$ cat config.mk
export PLATFORM = sky130hd
export DESIGN_NAME = alu_issue_ctrl_flat
export DESIGN_NICKNAME = d
export VERILOG_FILES = /design/src/rtl/alu_issue_ctrl_if.sv /design/src/rtl/alu_issue_ctrl.sv /design/src/flat_wrapper.sv
export SDC_FILE = /design/constraint.sdc
export NUM_CORES = 1
export LEC_CHECK = 0
export ABC_AREA = 1
export CORE_AREA = 2 2 112 114
export CTS_CLUSTER_SIZE = 24
export DETAILED_ROUTE_END_ITERATION = 10
export DIE_AREA = 0 0 114 116
export PLACE_DENSITY_LB_ADDON = 0.3
export SETUP_SLACK_MARGIN = 0.2
export SYNTH_ARGS = -nofsm -noshare
export SYNTH_HDL_FRONTEND = slang
export SYNTH_SLANG_ARGS = --single-unit
$ cat constraint.sdc
create_clock -name clk -period 4 [get_ports clk]
set_input_delay 0.8 -clock clk [delete_from_list [all_inputs] [get_ports clk]]
set_output_delay 0.8 -clock clk [all_outputs]
set_load 0.05 [all_outputs]
$ cat src/rtl/alu_issue_ctrl_if.sv
// Handshake, operand and ALU-side signal bundle for alu_issue_ctrl.
// master is the environment (register read, ALU, writeback); slave is the controller.
interface alu_issue_if;
  logic        in_valid;
  logic        in_ready;
  logic [5:0]  opcode;
  logic [5:0]  funct;
  logic [4:0]  shamt;
  logic [15:0] imm;
  logic [31:0] rs_val;
  logic [31:0] rt_val;
  logic [31:0] alu_a;
  logic [31:0] alu_b;
  logic [3:0]  alu_control;
  logic [31:0] alu_res;
  logic        alu_zero;
  logic        out_valid;
  logic        out_ready;
  logic [31:0] out_res;
  logic        out_taken;
  logic        out_illegal;

  modport master (
    output in_valid, opcode, funct, shamt, imm,
    output rs_val, rt_val, alu_res, alu_zero, out_ready,
    input  in_ready, alu_a, alu_b, alu_control,
    input  out_valid, out_res, out_taken, out_illegal
  );

  modport slave (
    input  in_valid, opcode, funct, shamt, imm,
    input  rs_val, rt_val, alu_res, alu_zero, out_ready,
    output in_ready, alu_a, alu_b, alu_control,
    output out_valid, out_res, out_taken, out_illegal
  );
endinterface

$ cat src/rtl/alu_issue_ctrl.sv
// ALU issue controller: decodes MIPS opcode/funct, holds ALU operands
// for EXEC_CYCLES, then captures result and branch decision.
module alu_issue_ctrl #(
  parameter int unsigned EXEC_CYCLES = 1
) (
  input  logic     clk,
  input  logic     rst_n,
  alu_issue_if.slave bus
);

  localparam logic [1:0] IDLE = 2'd0;
  localparam logic [1:0] EXEC = 2'd1;
  localparam logic [1:0] DONE = 2'd2;
  localparam int CW = (EXEC_CYCLES > 1) ? $clog2(EXEC_CYCLES) : 1;
  localparam logic [CW-1:0] LAST = CW'(EXEC_CYCLES - 1);

  logic [1:0]    state_q, state_d;
  logic [CW-1:0] cnt_q, cnt_d;
  logic [31:0]   a_q, a_d, b_q, b_d;
  logic [3:0]    ctl_q, ctl_d;
  logic          br_q, br_d;
  logic          ill_q, ill_d;
  logic [31:0]   res_q, res_d;
  logic          tkn_q, tkn_d;
  logic          oill_q, oill_d;

  logic [31:0] dec_a, dec_b;
  logic [3:0]  dec_ctl;
  logic        dec_br, dec_ill;
  logic        rtyp;
  logic [31:0] sext, zsh;

  assign rtyp = (bus.opcode == 6'h00);
  assign sext = {{16{bus.imm[15]}}, bus.imm};
  assign zsh  = {27'd0, bus.shamt};

  always_comb begin
    dec_a   = bus.rs_val;
    dec_b   = bus.rt_val;
    dec_ctl = 4'b0000;
    dec_br  = 1'b0;
    dec_ill = 1'b0;
    unique case (1'b1)
      rtyp && bus.funct == 6'h20: dec_ctl = 4'b0000;
      rtyp && bus.funct == 6'h22: dec_ctl = 4'b0001;
      rtyp && bus.funct == 6'h18: dec_ctl = 4'b0010;
      rtyp && bus.funct == 6'h24: dec_ctl = 4'b0101;
      rtyp && bus.funct == 6'h26: dec_ctl = 4'b0110;
      rtyp && bus.funct == 6'h25: dec_ctl = 4'b0111;
      rtyp && bus.funct == 6'h27: dec_ctl = 4'b1000;
      rtyp && bus.funct == 6'h03: begin
        dec_ctl = 4'b0011;
        dec_a   = bus.rt_val;
        dec_b   = zsh;
      end
      rtyp && bus.funct == 6'h00: begin
        dec_ctl = 4'b0100;
        dec_a   = bus.rt_val;
        dec_b   = zsh;
      end
      bus.opcode == 6'h08: begin
        dec_ctl = 4'b1001;
        dec_b   = sext;
      end
      bus.opcode == 6'h23 || bus.opcode == 6'h2B: begin
        dec_ctl = 4'b1100;
        dec_b   = sext;
      end
      bus.opcode == 6'h04: begin
        dec_ctl = 4'b1011;
        dec_br  = 1'b1;
      end
      bus.opcode == 6'h05: begin
        dec_ctl = 4'b1010;
        dec_br  = 1'b1;
      end
      default: begin
        dec_a   = 32'd0;
        dec_b   = 32'd0;
        dec_ill = 1'b1;
      end
    endcase
  end

  always_comb begin
    state_d = state_q;
    cnt_d   = cnt_q;
    a_d     = a_q;
    b_d     = b_q;
    ctl_d   = ctl_q;
    br_d    = br_q;
    ill_d   = ill_q;
    res_d   = res_q;
    tkn_d   = tkn_q;
    oill_d  = oill_q;
    unique case (state_q)
      IDLE: begin
        if (bus.in_valid) begin
          state_d = EXEC;
          cnt_d   = '0;
          a_d     = dec_a;
          b_d     = dec_b;
          ctl_d   = dec_ctl;
          br_d    = dec_br;
          ill_d   = dec_ill;
          res_d   = 32'd0;
          tkn_d   = 1'b0;
          oill_d  = 1'b0;
        end
      end
      EXEC: begin
        if (cnt_q == LAST) begin
          state_d = DONE;
          cnt_d   = '0;
          res_d   = (br_q || ill_q) ? 32'd0 : bus.alu_res;
          tkn_d   = br_q & bus.alu_zero;
          oill_d  = ill_q;
        end else begin
          cnt_d = cnt_q + 1'b1;
        end
      end
      DONE: begin
        if (bus.out_ready) state_d = IDLE;
      end
      default: state_d = IDLE;
    endcase
  end

  always_ff @(posedge clk or negedge rst_n) begin
    if (!rst_n) begin
      state_q <= IDLE;
      cnt_q   <= '0;
      a_q     <= 32'd0;
      b_q     <= 32'd0;
      ctl_q   <= 4'd0;
      br_q    <= 1'b0;
      ill_q   <= 1'b0;
      res_q   <= 32'd0;
      tkn_q   <= 1'b0;
      oill_q  <= 1'b0;
    end else begin
      state_q <= state_d;
      cnt_q   <= cnt_d;
      a_q     <= a_d;
      b_q     <= b_d;
      ctl_q   <= ctl_d;
      br_q    <= br_d;
      ill_q   <= ill_d;
      res_q   <= res_d;
      tkn_q   <= tkn_d;
      oill_q  <= oill_d;
    end
  end

  assign bus.in_ready    = (state_q == IDLE);
  assign bus.out_valid   = (state_q == DONE);
  assign bus.alu_a       = a_q;
  assign bus.alu_b       = b_q;
  assign bus.alu_control = ctl_q;
  assign bus.out_res     = res_q;
  assign bus.out_taken   = tkn_q;
  assign bus.out_illegal = oill_q;

endmodule

$ cat src/flat_wrapper.sv
// flat-port wrapper written by rule: the top's interface ports become plain ports
module alu_issue_ctrl_flat 
#(
  parameter int unsigned EXEC_CYCLES = 1
)
  (clk, rst_n, bus_in_valid, bus_opcode, bus_funct, bus_shamt, bus_imm, bus_rs_val, bus_rt_val, bus_alu_res, bus_alu_zero, bus_out_ready, bus_in_ready, bus_alu_a, bus_alu_b, bus_alu_control, bus_out_valid, bus_out_res, bus_out_taken, bus_out_illegal);
  alu_issue_if bus_i ();
  input  logic clk;
  input  logic rst_n;
  input wire logic [$bits(bus_i.in_valid)-1:0] bus_in_valid;
  input wire logic [$bits(bus_i.opcode)-1:0] bus_opcode;
  input wire logic [$bits(bus_i.funct)-1:0] bus_funct;
  input wire logic [$bits(bus_i.shamt)-1:0] bus_shamt;
  input wire logic [$bits(bus_i.imm)-1:0] bus_imm;
  input wire logic [$bits(bus_i.rs_val)-1:0] bus_rs_val;
  input wire logic [$bits(bus_i.rt_val)-1:0] bus_rt_val;
  input wire logic [$bits(bus_i.alu_res)-1:0] bus_alu_res;
  input wire logic [$bits(bus_i.alu_zero)-1:0] bus_alu_zero;
  input wire logic [$bits(bus_i.out_ready)-1:0] bus_out_ready;
  output wire logic [$bits(bus_i.in_ready)-1:0] bus_in_ready;
  output wire logic [$bits(bus_i.alu_a)-1:0] bus_alu_a;
  output wire logic [$bits(bus_i.alu_b)-1:0] bus_alu_b;
  output wire logic [$bits(bus_i.alu_control)-1:0] bus_alu_control;
  output wire logic [$bits(bus_i.out_valid)-1:0] bus_out_valid;
  output wire logic [$bits(bus_i.out_res)-1:0] bus_out_res;
  output wire logic [$bits(bus_i.out_taken)-1:0] bus_out_taken;
  output wire logic [$bits(bus_i.out_illegal)-1:0] bus_out_illegal;
  assign bus_i.in_valid = bus_in_valid;
  assign bus_i.opcode = bus_opcode;
  assign bus_i.funct = bus_funct;
  assign bus_i.shamt = bus_shamt;
  assign bus_i.imm = bus_imm;
  assign bus_i.rs_val = bus_rs_val;
  assign bus_i.rt_val = bus_rt_val;
  assign bus_i.alu_res = bus_alu_res;
  assign bus_i.alu_zero = bus_alu_zero;
  assign bus_i.out_ready = bus_out_ready;
  assign bus_in_ready = bus_i.in_ready;
  assign bus_alu_a = bus_i.alu_a;
  assign bus_alu_b = bus_i.alu_b;
  assign bus_alu_control = bus_i.alu_control;
  assign bus_out_valid = bus_i.out_valid;
  assign bus_out_res = bus_i.out_res;
  assign bus_out_taken = bus_i.out_taken;
  assign bus_out_illegal = bus_i.out_illegal;
  alu_issue_ctrl #(.EXEC_CYCLES(EXEC_CYCLES)) u_core (.clk(clk), .rst_n(rst_n), .bus(bus_i));
endmodule
==> results of run 1 <==
[cell usage after synthesis (3+ instances only)]
library cell	number	area, µm²
o21ai_0	37	185.2
buf_12	3	60.06
inv_2	6	22.52
clkbuf_1	19	71.32
nor2_1	54	202.7
inv_1	44	165.2
a21oi_2	30	262.8
a21oi_1	35	175.2
buf_6	3	33.78
nand3_2	3	30.03
nor2_2	3	18.77
nand2_1	211	792.0
nand3_1	38	190.2
nand2_4	30	337.8
buf_4	3	22.52
dfrtp_1	106	2653
buf_1	6	22.52
a22oi_1	5	37.54
[routing by layer]
| metal | part of all wire, % | GRT usage [%] | vias to the layer above |
|---|---|---|---|
| met1 | 40 | 30.12 | 2457 |
| li1 | - | - | 2506 |
| met5 | 0 | 0 | - |
| met3 | 7.8 | 5.282 | 43 |
| met2 | 49 | 42.78 | 242 |
| met4 | 3.1 | 10.33 | 0 |
[sequential cells by signal, summed over array words and instances, names as in the netlist]
name	count
u_core.br_q	1
u_core.bus.alu_a	32
u_core.bus.alu_b	32
u_core.bus.alu_control	4
u_core.bus.out_illegal	1
u_core.bus.out_res	32
u_core.bus.out_taken	1
u_core.ill_q	1
u_core.state_q	2
[worst min-delay path, stage by stage (launching register included)]
cell and delay, ps:
dfrtp_1 340, nand2_1 50, nand2_1 50
[cell type report]
class,count,area (µm²)
antenna,1,2.502
clock buffer,14,274.0
clock inverter,1,8.758
fill,986,3796
inverter,50,187.7
multi-input combinational,459,2371
sequential,106,2653
tap,147,183.9
timing repair buffer,244,2435
[power breakdown]
| part | total [mW] | internal [mW] | switching (mW) |
|---|---|---|---|
| sequential | 1.64 | 1.43 | 0.210 |
| combinational | 2.98 | 0.963 | 2.02 |
| clock | 0.843 | 0.472 | 0.371 |
[worst min-delay path by stage]
| stage | start | to | slack, ps | cells after the start |
|---|---|---|---|---|
| global route | u_core.bus.alu_b[6] | u_core.bus.alu_b[6] | 510 | 2 |
| floorplan | u_core.ill_q | u_core.ill_q | 450 | 2 |
| detailed placement | u_core.bus.alu_b[7] | u_core.bus.alu_b[7] | 460 | 2 |
| global placement | u_core.bus.alu_b[19] | u_core.bus.alu_b[19] | 460 | 2 |
| CTS | u_core.bus.alu_b[6] | u_core.bus.alu_b[6] | 480 | 2 |
| finish | u_core.bus.alu_b[31] | u_core.bus.alu_b[31] | 480 | 2 |
[cell families after synthesis]
| kind of cell | count (synthesis) | synth area share (%) |
|---|---|---|
| AND/OR/NAND/NOR | 347 | 30.58 |
| AO/OA/AOI/OAI | 112 | 12.91 |
| flip-flops | 106 | 48.97 |
| buffers and inverters | 86 | 7.531 |
==> run summary, run 1 <==
=========================================================================================
Status                                                                       complete, no violations
Clock-pin slew on the worst setup and hold paths                                    70 ps
Hold slack final                                                                 480.3 ps
Register bit total from synthesis                                                     106
Cell Pwr Density                                                             673.5 nW/µm²
DR vias                                                                              5248
Setup crit end                                                               u_core.bus.alu_a[31]
Hold Fails Final Rpt                                                                    0
DR WL/cell                                                                       15.87 µm
Total negative slack                                                                 0 ps
Highest-count cells in the layout ignoring fill and taps                     236 x clkdlybuf4s50_1, 210 x nand2_1, 106 x dfrtp_1
Terminus of the critical flop-to-flop path                                   u_core.bus.alu_a[5]
Dominant synthesized flop cell                                                    dfrtp_1
Post-synthesis cell type count                                                         29
Number of maximum-capacitance constraint violations                                     0
Placed Instance Area                                                             7830 µm²
Worst reg-to-reg path cell count                                                        6
TritonCTS clock tree                                                                  yes
Cell count after placement                                                           1006
Clk_lat worst skew                                                                 340 ps
CTS-repair resized insts                                                                0
# DRC                                                                                   0
Kind of start point of the critical path                                       input port
Wire length of the first global-routing pass                                     25.72 mm
Final routed wirelength across all metal layers                                  16.22 mm
Antenna violations before repair                                                        1
Unrepaired setup endpoints after global routing                                     false
Cell seen most often among critical-path stages                                   nand2_1
Final Slew Violations                                                                   0
Final design utilization                                                           68.13%
Die extent in y                                                                    116 µm
Area of the die                                                                 13220 µm²
R2R Setup Slk                                                                     1920 ps
Category of cells accounting for the largest share of critical-path delay    buffers and inverters
Worst slew margin relative to its limit                                            21.46%
Fraction of the yosys area taken by sequential cells                               48.97%
Total CTS buffers                                                                       9
H-tree levels                                                                           3
Startpoint of the worst-slack reg-to-reg timing path                         u_core.state_q[0]
Proportion of register bits with asynchronous set or reset after synthesis         100.0%
Signal arrival time at the worst endpoint                                         3190 ps
CP max stage delay                                                                 590 ps
Count of non-filler cells in the finished layout                                     1022
Fraction of final layout cells with drive strength greater than 1                  11.56%
Width of the die                                                                   114 µm
Syn Area/Cell                                                                   8.320 µm²
Synthesized instance count                                                            651
Area growth from synthesis to layout                                               49.83%
Crit path from                                                               bus_opcode[2]
Clk buf depth                                                                           2
Leakage component of the power                                                   4.017 nW
Period Utilization, post-route                                                     73.06%
I/O pin total                                                                         238
Endpoints failing setup                                                                 0
Count of buffers from port buffering                                                  237
Detailed Routing Iterations Pass 1                                                      5
CP Max Fanout                                                                          22
Via count of the first global-routing pass                                           5303
Total core area                                                                 11910 µm²
Detailed placement HPWL                                                          11.94 mm
EDFF count, synth                                                                       0
Cells traversed along the worst timing path                                  clkdlybuf4s50_1 -> nand2_1 -> nor4_2 -> nor2_2 -> nand3b_4 -> buf_4 -> nand2_1 -> a21oi_1
Number of core rows                                                                    40
Clock sinks                                                                           106
Worst EP required                                                                 4270 ps
Largest net degree at the start of global routing                                      61
Crit path buf inv count                                                                 2
CTS Root Cell                                                                   clkbuf_16
Post-CTS Setup Inserts                                                                  0
Critical-path top delay cell                                                        buf_4
Path class of the lowest-slack min-delay path                                flip-flop to flip-flop
Upper clock frequency limit                                                    0.3422 GHz
Total of hold buffers inserted after clock tree synthesis                               0
Post-route cell area                                                             8115 µm²
Number of cells on the critical path                                                    8
Worst Setup Path Type                                                        input port to flip-flop
Worst-margin pin slew                                                             1175 ps
Net count of the finished layout                                                     1004
Critical Path Sink Type                                                         flip-flop
Warning count from the yosys run                                                        0
Antenna viol nets, final                                                                0
Final global-route overflow total                                                       0
Worst setup slack after layout                                                    1078 ps
Post-Synthesis Cell Area                                                         5416 µm²
Iteration-0 DRC Markers                                                               399
Most frequent standard cell in the layout excluding fill and tap cells       clkdlybuf4s50_1
Maximum ir drop on the vdd rail                                                 0.4150 mV
GP Congestion                                                                      0.9089
Avg Vias per Cell                                                                   5.135
Clock period minus final worst setup slack                                        2922 ps
Global-route total usage across every layer                                        24.72%
Starting density of the core                                                       45.47%
Total power of the final layout                                                  5.466 mW
Post-Syn Nets                                                                         785
Worst Setup Slack post-DPL                                                       738.7 ps
Clock Skews                                                                      3.564 ps
=========================================================================================
Note: power is estimated with default switching activity, not from simulation.
==> run 2: changes to the inputs <==
- CORE_AREA: 2 2 112 114 -> 2 2 123 125
- DIE_AREA: 0 0 114 116 -> 0 0 125 127
- clock period: 4 -> 2.63 ns (I/O delays scaled with it)
==> run summary, run 2 (same netlist as run 1, synthesis figures left out) <==
=====================================================================================
Status                                                                   complete, no violations
DR WL/cell                                                                   15.08 µm
Avg Vias per Cell                                                               4.725
Hold slack final                                                             246.5 ps
DR vias                                                                          5037
Hold Fails Final Rpt                                                                0
Detailed placement HPWL                                                      11.26 mm
Worst-margin pin slew                                                         1123 ps
Largest net degree at the start of global routing                                 107
Clock sinks                                                                       106
Endpoints failing setup                                                             0
Worst EP required                                                             2100 ps
Antenna viol nets, final                                                            0
Final Slew Violations                                                               0
Highest-count cells in the layout ignoring fill and taps                 235 x clkdlybuf4s50_1, 210 x nand2_1, 106 x dfrtp_1
Clk_lat worst skew                                                             350 ps
Width of the die                                                               125 µm
Clock period minus final worst setup slack                                    2229 ps
CTS Root Cell                                                               clkbuf_16
Starting density of the core                                                   37.55%
Maximum ir drop on the vdd rail                                             0.4176 mV
Path class of the lowest-slack min-delay path                            input port to asynchronous set/reset pin
Worst Setup Path Type                                                    flip-flop to output pin
Post-CTS Setup Inserts                                                              0
Critical Path Sink Type                                                    output pin
Detailed Routing Iterations Pass 1                                                  4
Total negative slack                                                             0 ps
I/O pin total                                                                     238
# diodes                                                                            0
Worst slew margin relative to its limit                                        24.94%
Wire length of the first global-routing pass                                 25.67 mm
Area growth from synthesis to layout                                           53.41%
Unrepaired setup endpoints after global routing                                 false
Fraction of final layout cells with drive strength greater than 1              12.59%
Net switching power                                                          3.990 mW
Total power of the final layout                                              8.499 mW
Final global-route overflow total                                                   0
Final design utilization                                                       57.61%
Iteration-0 DRC Markers                                                           265
Total core area                                                             14420 µm²
Upper clock frequency limit                                                0.4487 GHz
Number of maximum-capacitance constraint violations                                 0
Clock-pin slew on the worst setup and hold paths                                70 ps
Area of the die                                                             15880 µm²
Die extent in y                                                                127 µm
Total CTS buffers                                                                   9
Clock Skews                                                                  7.096 ps
Antenna violations before repair                                                    1
Leakage component of the power                                               4.094 nW
Period Utilization, post-route                                                 84.75%
H-tree levels                                                                       3
Int Power                                                                    4.508 mW
Global-route total usage across every layer                                    20.13%
# DRC                                                                               0
Number of core rows                                                                44
Via count of the first global-routing pass                                       4887
Logic pwr share                                                                 53.7%
Clk buf depth                                                                       2
Sequential group share of total power                                           29.1%
CP Max Fanout                                                                       5
GP Congestion                                                                  0.8532
Kind of start point of the critical path                                    flip-flop
Net count of the finished layout                                                 1013
Switching fraction of total power                                              46.95%
Final routed wirelength across all metal layers                              16.07 mm
Most frequent standard cell in the layout excluding fill and tap cells   clkdlybuf4s50_1
Cell Pwr Density                                                          1023 nW/µm²
Count of buffers from port buffering                                              237
TritonCTS clock tree                                                              yes
Proportion of power drawn by the clock network                                  17.2%
R2R Setup Slk                                                                  640 ps
Signal arrival time at the worst endpoint                                     1700 ps
=====================================================================================
==> run 2: cell count changes in the layout (fill, tap and decap cells not counted), sizes merged <==
cell / change
buf: +9
clkinv: +1
bufinv: +2
clkbuf: -4
diode: -1
clkdlybuf4s50: -1
dlygate4sd2: +1
==> run 2: power groups by stage <==
stage | Clock, mW | Sequential [mW] | Combinational [mW]
floorplan | 0 | 4.29 | 1.10
detailed placement | 0 | 2.51 | 4.61
finish | 1.46 | 2.47 | 4.57
global route | 1.57 | 2.55 | 4.81
global placement | 0 | 2.48 | 4.59
CTS | 1.50 | 2.48 | 4.61
==> run 2: path summary, 6_finish.rpt <==
check                                     startpoint                         to  depth (start not counted)
setup / recovery                   u_core.state_q[0]              bus_out_valid                          2
hold / removal                                 rst_n     u_core.bus.out_res[16]                          2
setup reg to reg                   u_core.state_q[1]      u_core.bus.out_res[9]                          3
hold reg to reg            u_core.bus.alu_control[1]  u_core.bus.alu_control[1]                          2
max in group asynchronous                      rst_n       u_core.bus.alu_b[30]                          2
min in group clk           u_core.bus.alu_control[1]  u_core.bus.alu_control[1]                          2
==> run 2: repair_timing <==
action,in CTS,in global routing
gates resized for setup,1,0
hold buffers,0,0
setup endpoints to repair,1,0
==> run 2: per-stage QoR <==
step / cells / instance area [µm²] / setup WS, ps
after floorplan: 651 / 5416 / 558.6
after global placement: 1052 / 7994 / 257.7
after detailed placement: 1052 / 7994 / 219.5
after CTS: 1066 / 8309 / 393.7
after global routing: 1066 / 8309 / 310.9
final: 1066 / 8309 / 401.2
==> run 2: layout make-up <==
cell class	count	area (µm²)
fill	1329	6115
sequential	106	2653
timing repair buffer	253	2551
multi-input combinational	459	2371
clock buffer	10	239.0
tap	184	230.2
inverter	50	187.7
clock inverter	4	77.57
==> run 2: per-layer routing <==
| metal | GRT usage, % | up-vias | share of wire [%] |
|---|---|---|---|
| met3 | 6.240 | 19 | 8.1 |
| li1 | - | 2508 | - |
| met4 | 6.601 | 0 | 1.7 |
| met5 | 0 | - | 0 |
| met1 | 26.92 | 2314 | 44 |
| met2 | 31.36 | 196 | 46 |
==> run 2: worst max-delay path, stage by stage, from the launching register on <==
cell,delay [ps]
dfrtp_1,420
nor2_1,110
clkdlybuf4s50_1,830
